File: config.mk
export PLATFORM = sky130hd
export DESIGN_NAME = conv_out_requant
export DESIGN_NICKNAME = d
export VERILOG_FILES = /design/src/rtl/npu_pkg.sv /design/src/rtl/requant_stage_reg.sv /design/src/rtl/conv_out_requant.sv
export SDC_FILE = /design/constraint.sdc
export NUM_CORES = 2
export LEC_CHECK = 0
export BUFFER_PORTS_ARGS = -buffer_cell sky130_fd_sc_hd__buf_2
export CORE_MARGIN = 2
export CORE_UTILIZATION = 39
export CTS_BUF_LIST = sky130_fd_sc_hd__clkbuf_8
export CTS_CLUSTER_SIZE = 14
export DETAILED_ROUTE_END_ITERATION = 8
export PLACE_DENSITY_LB_ADDON = 0.05
export SLEW_MARGIN = 25
export SYNTH_ARGS = -nofsm -noshare
export SYNTH_HDL_FRONTEND = slang
export SYNTH_SLANG_ARGS = --single-unit
File: constraint.sdc
create_clock -name s00_axis_aclk -period 10.8 [get_ports s00_axis_aclk]
set_clock_uncertainty 0.2 [all_clocks]
set_input_delay 1.62 -clock s00_axis_aclk [delete_from_list [all_inputs] [get_ports s00_axis_aclk]]
set_output_delay 1.62 -clock s00_axis_aclk [all_outputs]
set_load 0.005 [all_outputs]
File: src/rtl/npu_pkg.sv
// Shared NPU definitions: datapath widths, int8 saturation bounds, the latched
// requantization config and the per-stage payloads of the requant pipeline.
package npu_pkg;

   localparam int NPU_IN_WIDTH           = 16;
   localparam int NPU_OUT_WIDTH          = 8;
   localparam int NPU_MULT_WIDTH         = 16;
   localparam int NPU_SHIFT_WIDTH        = 5;
   localparam int NPU_ADDR_WIDTH         = 18;
   localparam int NPU_NUM_CHANNELS_WIDTH = 7;

   localparam int PROD_WIDTH = NPU_IN_WIDTH + NPU_MULT_WIDTH;
   localparam int SUM_WIDTH  = PROD_WIDTH + 1;
   localparam int OFS_WIDTH  = PROD_WIDTH + 2;

   localparam int INT8_MIN = -128;
   localparam int INT8_MAX = 127;

   typedef struct packed {
      logic signed [NPU_MULT_WIDTH-1:0] mult;
      logic [NPU_SHIFT_WIDTH-1:0]       shift;
      logic signed [NPU_OUT_WIDTH-1:0]  zero_point;
      logic                             relu_en;
      logic [2*NPU_ADDR_WIDTH-1:0]      frame_len;
   } requant_cfg_t;

   // Each beat carries the config fields later stages need, so two frames
   // with different configs can share the pipeline without interference.
   typedef struct packed {
      logic signed [PROD_WIDTH-1:0]        prod;
      logic [NPU_SHIFT_WIDTH-1:0]          shift;
      logic signed [NPU_OUT_WIDTH-1:0]     zero_point;
      logic                                relu_en;
      logic                                last;
      logic [NPU_NUM_CHANNELS_WIDTH-1:0]   user;
   } s1_pay_t;

   typedef struct packed {
      logic signed [OFS_WIDTH-1:0]         value;
      logic signed [NPU_OUT_WIDTH-1:0]     zero_point;
      logic                                relu_en;
      logic                                last;
      logic [NPU_NUM_CHANNELS_WIDTH-1:0]   user;
   } s2_pay_t;

   typedef struct packed {
      logic [NPU_OUT_WIDTH-1:0]            data;
      logic                                last;
      logic [NPU_NUM_CHANNELS_WIDTH-1:0]   user;
   } s3_pay_t;

   // Round-half-up arithmetic right shift; shift == 0 passes the product through.
   function automatic logic signed [SUM_WIDTH-1:0] round_shift(
      input logic signed [PROD_WIDTH-1:0] prod,
      input logic [NPU_SHIFT_WIDTH-1:0]   shift
   );
      logic signed [SUM_WIDTH-1:0] wide;
      logic signed [SUM_WIDTH-1:0] bias;
      wide        = SUM_WIDTH'(prod);
      bias        = '0;
      round_shift = wide;
      if (shift != '0) begin
         bias        = SUM_WIDTH'(1) <<< (shift - NPU_SHIFT_WIDTH'(1));
         round_shift = (wide + bias) >>> shift;
      end
   endfunction

endpackage

File: src/rtl/requant_stage_reg.sv
// Generic elastic pipeline register: loads whenever it is empty or its
// downstream consumer takes the current contents in the same cycle.
module requant_stage_reg #(
   parameter int W = 8
) (
   input  logic         clk,
   input  logic         rst,
   input  logic         in_valid,
   input  logic [W-1:0] in_data,
   output logic         in_ready,
   output logic         out_valid,
   output logic [W-1:0] out_data,
   input  logic         out_ready
);

   assign in_ready = !rst && (!out_valid || out_ready);

   always_ff @(posedge clk) begin
      if (rst) begin
         out_valid <= 1'b0;
         out_data  <= '0;
      end else if (in_ready) begin
         out_valid <= in_valid;
         if (in_valid) out_data <= in_data;
      end
   end

endmodule

File: src/rtl/conv_out_requant.sv
// Requantizes signed conv results to int8: multiply, rounding shift, zero-point
// offset, optional ReLU clamp and saturation, in a 3-stage elastic pipeline.
module conv_out_requant
   import npu_pkg::*;
#(
   parameter int IN_WIDTH           = NPU_IN_WIDTH,
   parameter int OUT_WIDTH          = NPU_OUT_WIDTH,
   parameter int MULT_WIDTH         = NPU_MULT_WIDTH,
   parameter int SHIFT_WIDTH        = NPU_SHIFT_WIDTH,
   parameter int ADDR_WIDTH         = NPU_ADDR_WIDTH,
   parameter int NUM_CHANNELS_WIDTH = NPU_NUM_CHANNELS_WIDTH
) (
   input  logic                          s00_axis_aclk,
   input  logic                          s00_axis_areset,
   input  logic [IN_WIDTH-1:0]           s00_axis_tdata,
   input  logic                          s00_axis_tvalid,
   output logic                          s00_axis_tready,
   input  logic                          s00_axis_tlast,
   input  logic [NUM_CHANNELS_WIDTH-1:0] s00_axis_tuser,
   output logic [OUT_WIDTH-1:0]          m00_axis_tdata,
   output logic                          m00_axis_tvalid,
   input  logic                          m00_axis_tready,
   output logic                          m00_axis_tlast,
   output logic [NUM_CHANNELS_WIDTH-1:0] m00_axis_tuser,
   input  logic [MULT_WIDTH-1:0]         cfg_mult,
   input  logic [SHIFT_WIDTH-1:0]        cfg_shift,
   input  logic [OUT_WIDTH-1:0]          cfg_zero_point,
   input  logic                          cfg_relu_en,
   input  logic [2*ADDR_WIDTH-1:0]       cfg_frame_len,
   output logic                          len_err,
   output logic [15:0]                   sat_count
);

   // Handshake: a beat moves when valid && ready on the same edge; valid never
   // waits on ready, and a stalled output holds data/last/user unchanged.

   requant_cfg_t            cfg_q;
   requant_cfg_t            cfg_eff;
   logic [2*ADDR_WIDTH-1:0] beat_cnt;
   logic [2*ADDR_WIDTH-1:0] beat_cnt_inc;
   logic                    s_fire;

   s1_pay_t s1_in, s1_q;
   s2_pay_t s2_in, s2_q;
   s3_pay_t s3_in, s3_q;
   logic    s1_valid, s2_valid, s3_valid;
   logic    s1_ready, s2_ready, s3_ready;

   logic signed [OFS_WIDTH-1:0] clamp_lo;
   logic signed [OFS_WIDTH-1:0] clamp_hi;
   logic signed [OFS_WIDTH-1:0] clamped;
   logic                        clamp_hit;

   // The first beat of a frame uses the live config and latches it for the rest.
   always_comb begin
      cfg_eff = cfg_q;
      if (beat_cnt == '0) begin
         cfg_eff.mult       = cfg_mult;
         cfg_eff.shift      = cfg_shift;
         cfg_eff.zero_point = cfg_zero_point;
         cfg_eff.relu_en    = cfg_relu_en;
         cfg_eff.frame_len  = cfg_frame_len;
      end
   end

   assign s_fire       = s00_axis_tvalid && s00_axis_tready;
   assign beat_cnt_inc = beat_cnt + (2*ADDR_WIDTH)'(1);

   always_comb begin
      s1_in            = '0;
      s1_in.prod       = PROD_WIDTH'($signed(s00_axis_tdata)) * PROD_WIDTH'(cfg_eff.mult);
      s1_in.shift      = cfg_eff.shift;
      s1_in.zero_point = cfg_eff.zero_point;
      s1_in.relu_en    = cfg_eff.relu_en;
      s1_in.last       = s00_axis_tlast;
      s1_in.user       = s00_axis_tuser;
   end

   always_comb begin
      s2_in            = '0;
      s2_in.value      = OFS_WIDTH'(round_shift(s1_q.prod, s1_q.shift))
                       + OFS_WIDTH'(s1_q.zero_point);
      s2_in.zero_point = s1_q.zero_point;
      s2_in.relu_en    = s1_q.relu_en;
      s2_in.last       = s1_q.last;
      s2_in.user       = s1_q.user;
   end

   always_comb begin
      clamp_hi = OFS_WIDTH'(INT8_MAX);
      clamp_lo = s2_q.relu_en ? OFS_WIDTH'(s2_q.zero_point) : OFS_WIDTH'(INT8_MIN);
      clamped  = s2_q.value;
      if (s2_q.value > clamp_hi)      clamped = clamp_hi;
      else if (s2_q.value < clamp_lo) clamped = clamp_lo;
      clamp_hit  = (clamped != s2_q.value);
      s3_in      = '0;
      s3_in.data = clamped[OUT_WIDTH-1:0];
      s3_in.last = s2_q.last;
      s3_in.user = s2_q.user;
   end

   requant_stage_reg #(.W($bits(s1_pay_t))) u_stage1 (
      .clk       (s00_axis_aclk),
      .rst       (s00_axis_areset),
      .in_valid  (s00_axis_tvalid),
      .in_data   (s1_in),
      .in_ready  (s1_ready),
      .out_valid (s1_valid),
      .out_data  (s1_q),
      .out_ready (s2_ready)
   );

   requant_stage_reg #(.W($bits(s2_pay_t))) u_stage2 (
      .clk       (s00_axis_aclk),
      .rst       (s00_axis_areset),
      .in_valid  (s1_valid),
      .in_data   (s2_in),
      .in_ready  (s2_ready),
      .out_valid (s2_valid),
      .out_data  (s2_q),
      .out_ready (s3_ready)
   );

   requant_stage_reg #(.W($bits(s3_pay_t))) u_stage3 (
      .clk       (s00_axis_aclk),
      .rst       (s00_axis_areset),
      .in_valid  (s2_valid),
      .in_data   (s3_in),
      .in_ready  (s3_ready),
      .out_valid (s3_valid),
      .out_data  (s3_q),
      .out_ready (m00_axis_tready)
   );

   assign s00_axis_tready = s1_ready;
   assign m00_axis_tvalid = s3_valid;
   assign m00_axis_tdata  = s3_q.data;
   assign m00_axis_tlast  = s3_q.last;
   assign m00_axis_tuser  = s3_q.user;

   always_ff @(posedge s00_axis_aclk) begin
      if (s00_axis_areset) begin
         cfg_q     <= '0;
         beat_cnt  <= '0;
         len_err   <= 1'b0;
         sat_count <= '0;
      end else begin
         len_err <= 1'b0;
         if (s_fire) begin
            if (beat_cnt == '0) cfg_q <= cfg_eff;
            if (s00_axis_tlast) begin
               len_err  <= (beat_cnt_inc != cfg_eff.frame_len);
               beat_cnt <= '0;
            end else if (beat_cnt_inc == cfg_eff.frame_len) begin
               len_err  <= 1'b1;
               beat_cnt <= '0;
            end else begin
               beat_cnt <= beat_cnt_inc;
            end
         end
         if (s2_valid && s3_ready && clamp_hit && sat_count != 16'hFFFF)
            sat_count <= sat_count + 16'd1;
      end
   end

endmodule

; ---- Yosys cells after proc, flatten, opt, wreduce, memory -nomap -nowiden
; Index checks and enable logic that the tools add are counted.
[totals]
output_inout_bits = 35
word_cells = 59
input_bits = 94
register_bits = 243
[classes]
multipliers = 1
n_mux = 9
add_sub_neg = 5
reduce_logical = 21
eq_ne = 4
n_bitwise = 1
shifts = 2
magnitude_cmp = 2
[ops]
columns = op, n
row1 = $mux W34, 3
row2 = $mux W36, 2
row3 = $mux W66, 1
row4 = $add A36 B1 Y36 const B, 1
row5 = $eq A36 B36 Y1, 1
row6 = $logic_not A36 Y1, 1
row7 = $ne A36 B36 Y1, 1
row8 = $add A33 B8 Y34, 1
row9 = $gt A34 B8 Y1 const B, 1
row10 = $lt A34 B34 Y1, 1
row11 = $ne A34 B34 Y1, 1
row12 = $add A32 B33 Y33, 1
row13 = $mux W33, 1
row14 = $sshl A2 B5 Y33 const A, 1
row15 = $sshr A33 B5 Y33, 1
row16 = $mul A16 B16 Y32, 1
row17 = $add A16 B1 Y16 const B, 1
row18 = $ne A16 B16 Y1 const B, 1
row19 = $reduce_and A2 Y1, 4
row20 = $logic_and A1 B1 Y1, 7
row21 = $reduce_bool A5 Y1, 1
row22 = $sub A5 B1 Y5 const B, 1
row23 = $logic_not A1 Y1, 4
row24 = $logic_or A1 B1 Y1, 3
row25 = other kinds (3), 4

; ---- Depth between registers and ports, before layout
[depth]
ltp_word = 10
depth_mapped = 36
mapped_depth_nobuf = 32

; ---- Cells and area by module
; A second synthesis with hierarchy kept.
[hier_totals]
cells_unflattened = 3746
hier_area_um2 = 30214.0
[modules_own_cells]
columns = module, n_inst, area_each_um2, cells_per_inst, seq_area_each_um2
row1 = conv_out_requant, 1, 24534.8, 3204, 2382.3
row2 = requant_stage_reg (u_stage1), 1, 2522.4, 240, 1101.1
row3 = requant_stage_reg (u_stage2), 1, 2379.8, 227, 1041.0
row4 = requant_stage_reg (u_stage3), 1, 777.0, 75, 340.3

; ---- Worst setup path before layout
; No wires, ideal clock.
[synth_timing]
path_kind = reg2reg
from = register beat_cnt[0]
to = register u_stage1.out_data[51]
n_path_buf = 5
required_time_ps = 10471
period_less_slack_ps = 8381
setup_ps = 129
arrival_ps = 8052
path_slack_ps = 2419
path_stages_with_launch = 34
path_cell_list = dfxtp_1 inv_1 ha_1 nor4b_1 nand4_1 nor3_4 buf_2 buf_2 buf_2 buf_2 nand2_1 nand2_1 clkbuf_1 nand2_1 fa_1 inv_1 fa_1 inv_1 fa_1 inv_1 fa_1 fa_1 inv_1 fa_1 inv_1 ha_1 a2111oi_0 o21ai_0 a21oi_1 a21oi_1 a41o_1 o41ai_1 xor2_1 o21ai_0
[synth_between]
elab_chain_len = 3
[synth_lines]
columns = element, line
row1 = start: declaration, conv_out_requant.sv:39  ; logic [2*ADDR_WIDTH-1:0] beat_cnt;
row2 = start signal: assignment, conv_out_requant.sv:158  ; beat_cnt <= beat_cnt_inc;
row3 = $logic_not A36 Y1, conv_out_requant.sv:57  ; if (beat_cnt == '0) begin
row4 = $mux W66, conv_out_requant.sv:57
row5 = $mul A16 B16 Y32, conv_out_requant.sv:71  ; s1_in.prod = PROD_WIDTH'($signed(s00_axis_tdata)) * PROD_WIDTH'(cfg_eff.mult);
row6 = end signal: assignment, requant_stage_reg.sv:24  ; if (in_valid) out_data <= in_data;
row7 = end: declaration, requant_stage_reg.sv:12  ; output logic [W-1:0] out_data,
; No other way between the ends.
; A chain may end at the register's enable or synchronous reset.

; ---- Worst setup path in the final report
[layout_timing]
from = register beat_cnt[30]
to = register u_stage1.out_data[51]
; Same word-level chain as after synthesis.

==> results.py <==
metrics = {
    "drt": {
        "totalWireLength_mm": 87.6,
        "drtIter0Drc": 1474,
        "routedWlPerCell_um": 19.3,
        "vias_per_cell": 5.50,
        "ant_nets": 0,
        "drc": 0,
        "vias": 24900,
        "first_pass_iters": 5,
    },
    "sta": {
        "grt_setup_unrepaired": "false",
        "clock.fmax_mhz": 110,
        "setup_viol": 0,
        "setup_tns_ps": 0,
        "worst_pin_slew_ps": 994,
        "hold_viol_final": 0,
        "slew_headroom_pct": 32.0,
        "drv_slew": 0,
        "setup_slack_ps": 1720,
        "fin_crit_ps": 9080,
        "holdWs_ps": 238,
        "period_share_pct": 84.1,
    },
    "cts": {
        "clk_path_buf_depth": 3,
        "clkLatencyLatePin_ps": 660,
        "path_clk_slew_ps": 60,
        "htreeDepth": 2,
        "postCtsHoldBufs": 0,
        "postCtsSetupRepairBufs": 0,
        "cts_tree": "yes",
        "clock_sinks": 243,
        "cts_resized": 0,
        "clockRootBuffer": "clkbuf_8",
        "cts-buffers-inserted": 47,
    },
    "yosys": {
        "synth_top_area_share_pct": 19.0,
        "synthesis.area_per_instance_um2": 7.90,
        "synthesis.area_um2": 27900,
        "synth_flop_cell": "dfxtp_1",
        "syn-instance-count": 3524,
        "yosys_warnings": 0,
        "synth.distinct_cells": 91,
        "synth_nets": 4065,
        "yosysTopAreaCell": "fa_1",
        "ys_seq_area_share_pct": 17.5,
        "synth_area_leaders": "fa_1 19%, dfxtp_1 17%, ha_1 8.2%, nand2_1 7.6%, inv_1 5.0%",
        "ys_seq_elements": 243,
        "synthArstFlopShare_pct": 0,
        "synth_edf_count": 0,
    },
    "final_layout": {
        "nNetsFinal": 4091,
        "drive_above_1_share_pct": 8.73,
        "final_cell_mix": "562 x nand2_1, 386 x inv_1, 264 x fa_1, 243 x dfxtp_1, 227 x a21oi_1",
        "fin_cells": 4526,
        "final_common_cell": "nand2_1",
        "area_growth_pct": 8.56,
    },
    "floorplanning": {
        "io_pins": 129,
        "num_rows": 97,
        "die_x_um": 271,
        "fp.dieH_um": 271,
        "core_area_um2": 70400,
        "dieArea_um2": 73600,
        "start_util_pct": 39.6,
    },
    "placed_design": {
        "dp_cells": 4441,
        "preCtsSetupSlack_ps": 1840,
        "dpl.hpwl_mm": 69.3,
        "place.port_buffers": 128,
        "place_congestion": 0.903,
    },
    "worst_setup_path": {
        "critPathArrivalTime_ps": 9320,
        "cp_data_required_time_ps": 11040,
        "timing.reg2reg.setup_slack_ps": 1720,
        "reg2reg_depth": 24,
        "worst_setup_path_start_kind": "register",
        "path_max_fanout": 22,
        "worstSetupEndpointType": "register",
        "crit_type": "register to register",
    },
    "global_routing": {
        "grt_max_degree": 83,
        "grt_pass1_wl_mm": 141,
        "grt_pass1_vias": 25100,
        "antenna_found_initial": 1,
        "grt_usage_pct": 23.6,
        "gr-total-overflow": 0,
    },
    "power_and_ir_drop": {
        "ir_worst_vdd_mv": 0.303,
        "p_leak_nw": 13.9,
        "power_per_cell_area_nw_per_um2": 321,
        "p_total_mw": 9.70,
    },
    "min_path": {
        "whs_path_depth": 2,
        "min_path_type": "register to register",
    },
    "job": {
        "max_cap_viol_count": 0,
    },
    "run_status": {
        "status": "complete, no violations",
    },
}
flip-flops by register name, indices dropped and copies added, names as in the netlist:
signal and count:
u_stage1.out_data 54, u_stage2.out_valid 1, u_stage3.out_data 16, u_stage1.out_valid 1
u_stage2.out_data 51, u_stage3.out_valid 1, beat_cnt 36, cfg_q 66
sat_count 16, len_err 1
where the power goes:
group / internal, mW / switching [mW] / total, mW / leakage (nW)
clock: 0.527 / 0.442 / 0.969 / 0.571
combinational: 3.23 / 4.38 / 7.61 / 11.3
sequential: 1.01 / 0.113 / 1.12 / 1.98
total: 4.76 / 4.94 / 9.70 / 13.9
cell usage after synthesis (9+ instances only):
library cell / number
nand2_1: 564
inv_1: 369
fa_1: 264
dfxtp_1: 243
a21oi_1: 227
nor2_1: 202
ha_1: 183
clkbuf_1: 167
o21ai_0: 153
nand3_1: 136
and2_1: 105
xnor2_1: 92
a21o_1: 67
nor3_1: 67
xor2_1: 50
mux2i_1: 44
nand4_1: 41
nor2b_1: 31
nor4_1: 29
a31oi_1: 28
and3_1: 27
o31ai_1: 27
a211oi_1: 26
o21a_1: 22
o211ai_1: 21
and4_1: 18
mux4_2: 18
or3_1: 18
a311oi_1: 17
nand2b_1: 17
o22ai_1: 17
or2_2: 13
a2111oi_0: 12
o31a_1: 12
o21bai_1: 10
a211o_1: 9
buf_1: 9
critical path, stage by stage, from the launching register on:
cell       delay (ps)
dfxtp_1           350
nor4_1            560
nand4_1           160
buf_4             260
nor3_4            710
mux2i_1           830
buf_4             350
nor2_1             80
fa_1              520
fa_1              510
fa_1              550
fa_1              530
fa_1              540
inv_1              50
fa_1              520
inv_1              40
ha_1              230
a2111oi_0         360
o21ai_0           250
a21oi_1           210
a21oi_1           150
a41o_1            300
o41ai_1           320
xor2_1            170
o21ai_0            80
per-layer routing:
metal	share of wire [%]	routed length, um	vias up	global-route usage, %
li1	-	-	12100	-
met1	46	40500	12200	31.7
met2	48	42400	468	41.0
met3	2.9	2550	117	1.75
met4	2.4	2100	0	6.54
met5	0	0	-	0
metrics by stage:
step,utilization (%),instance area (um^2)
after floorplan,-,27900
after global placement,41.5,29200
after detailed placement,41.5,29200
after CTS,42.9,30200
after global routing,43.0,30200
final,43.0,30200
cell type report:
type / count / area, um^2
clock buffer: 60 / 826
sequential: 243 / 4860
clock inverter: 23 / 165
timing repair buffer: 170 / 958
fill: 7270 / 40200
inverter: 372 / 1400
multi-input combinational: 2716 / 20800
antenna: 2 / 5.00
tap: 940 / 1180
path summary, 6_finish.rpt:
check / end / start
worst min-delay path: u_stage2.out_data[8] / u_stage1.out_data[8]
worst min register to register: u_stage2.out_data[8] / u_stage1.out_data[8]
worst max register to register: u_stage1.out_data[51] / beat_cnt[30]
worst max-delay path: u_stage1.out_data[51] / beat_cnt[30]
cell families after synthesis:
logic type               after synthesis  synth area share, %
AND/OR/NAND/NOR                     1308                 22.2
AO/OA/AOI/OAI                        746                 17.3
buffers and inverters                565                 7.85
adder cells (fa/ha/maj)              447                 27.2
flip-flops                           243                 17.5
XOR/XNOR                             145                 4.71
multiplexers                          70                 3.36
Note: power is estimated with default switching activity, not from simulation.
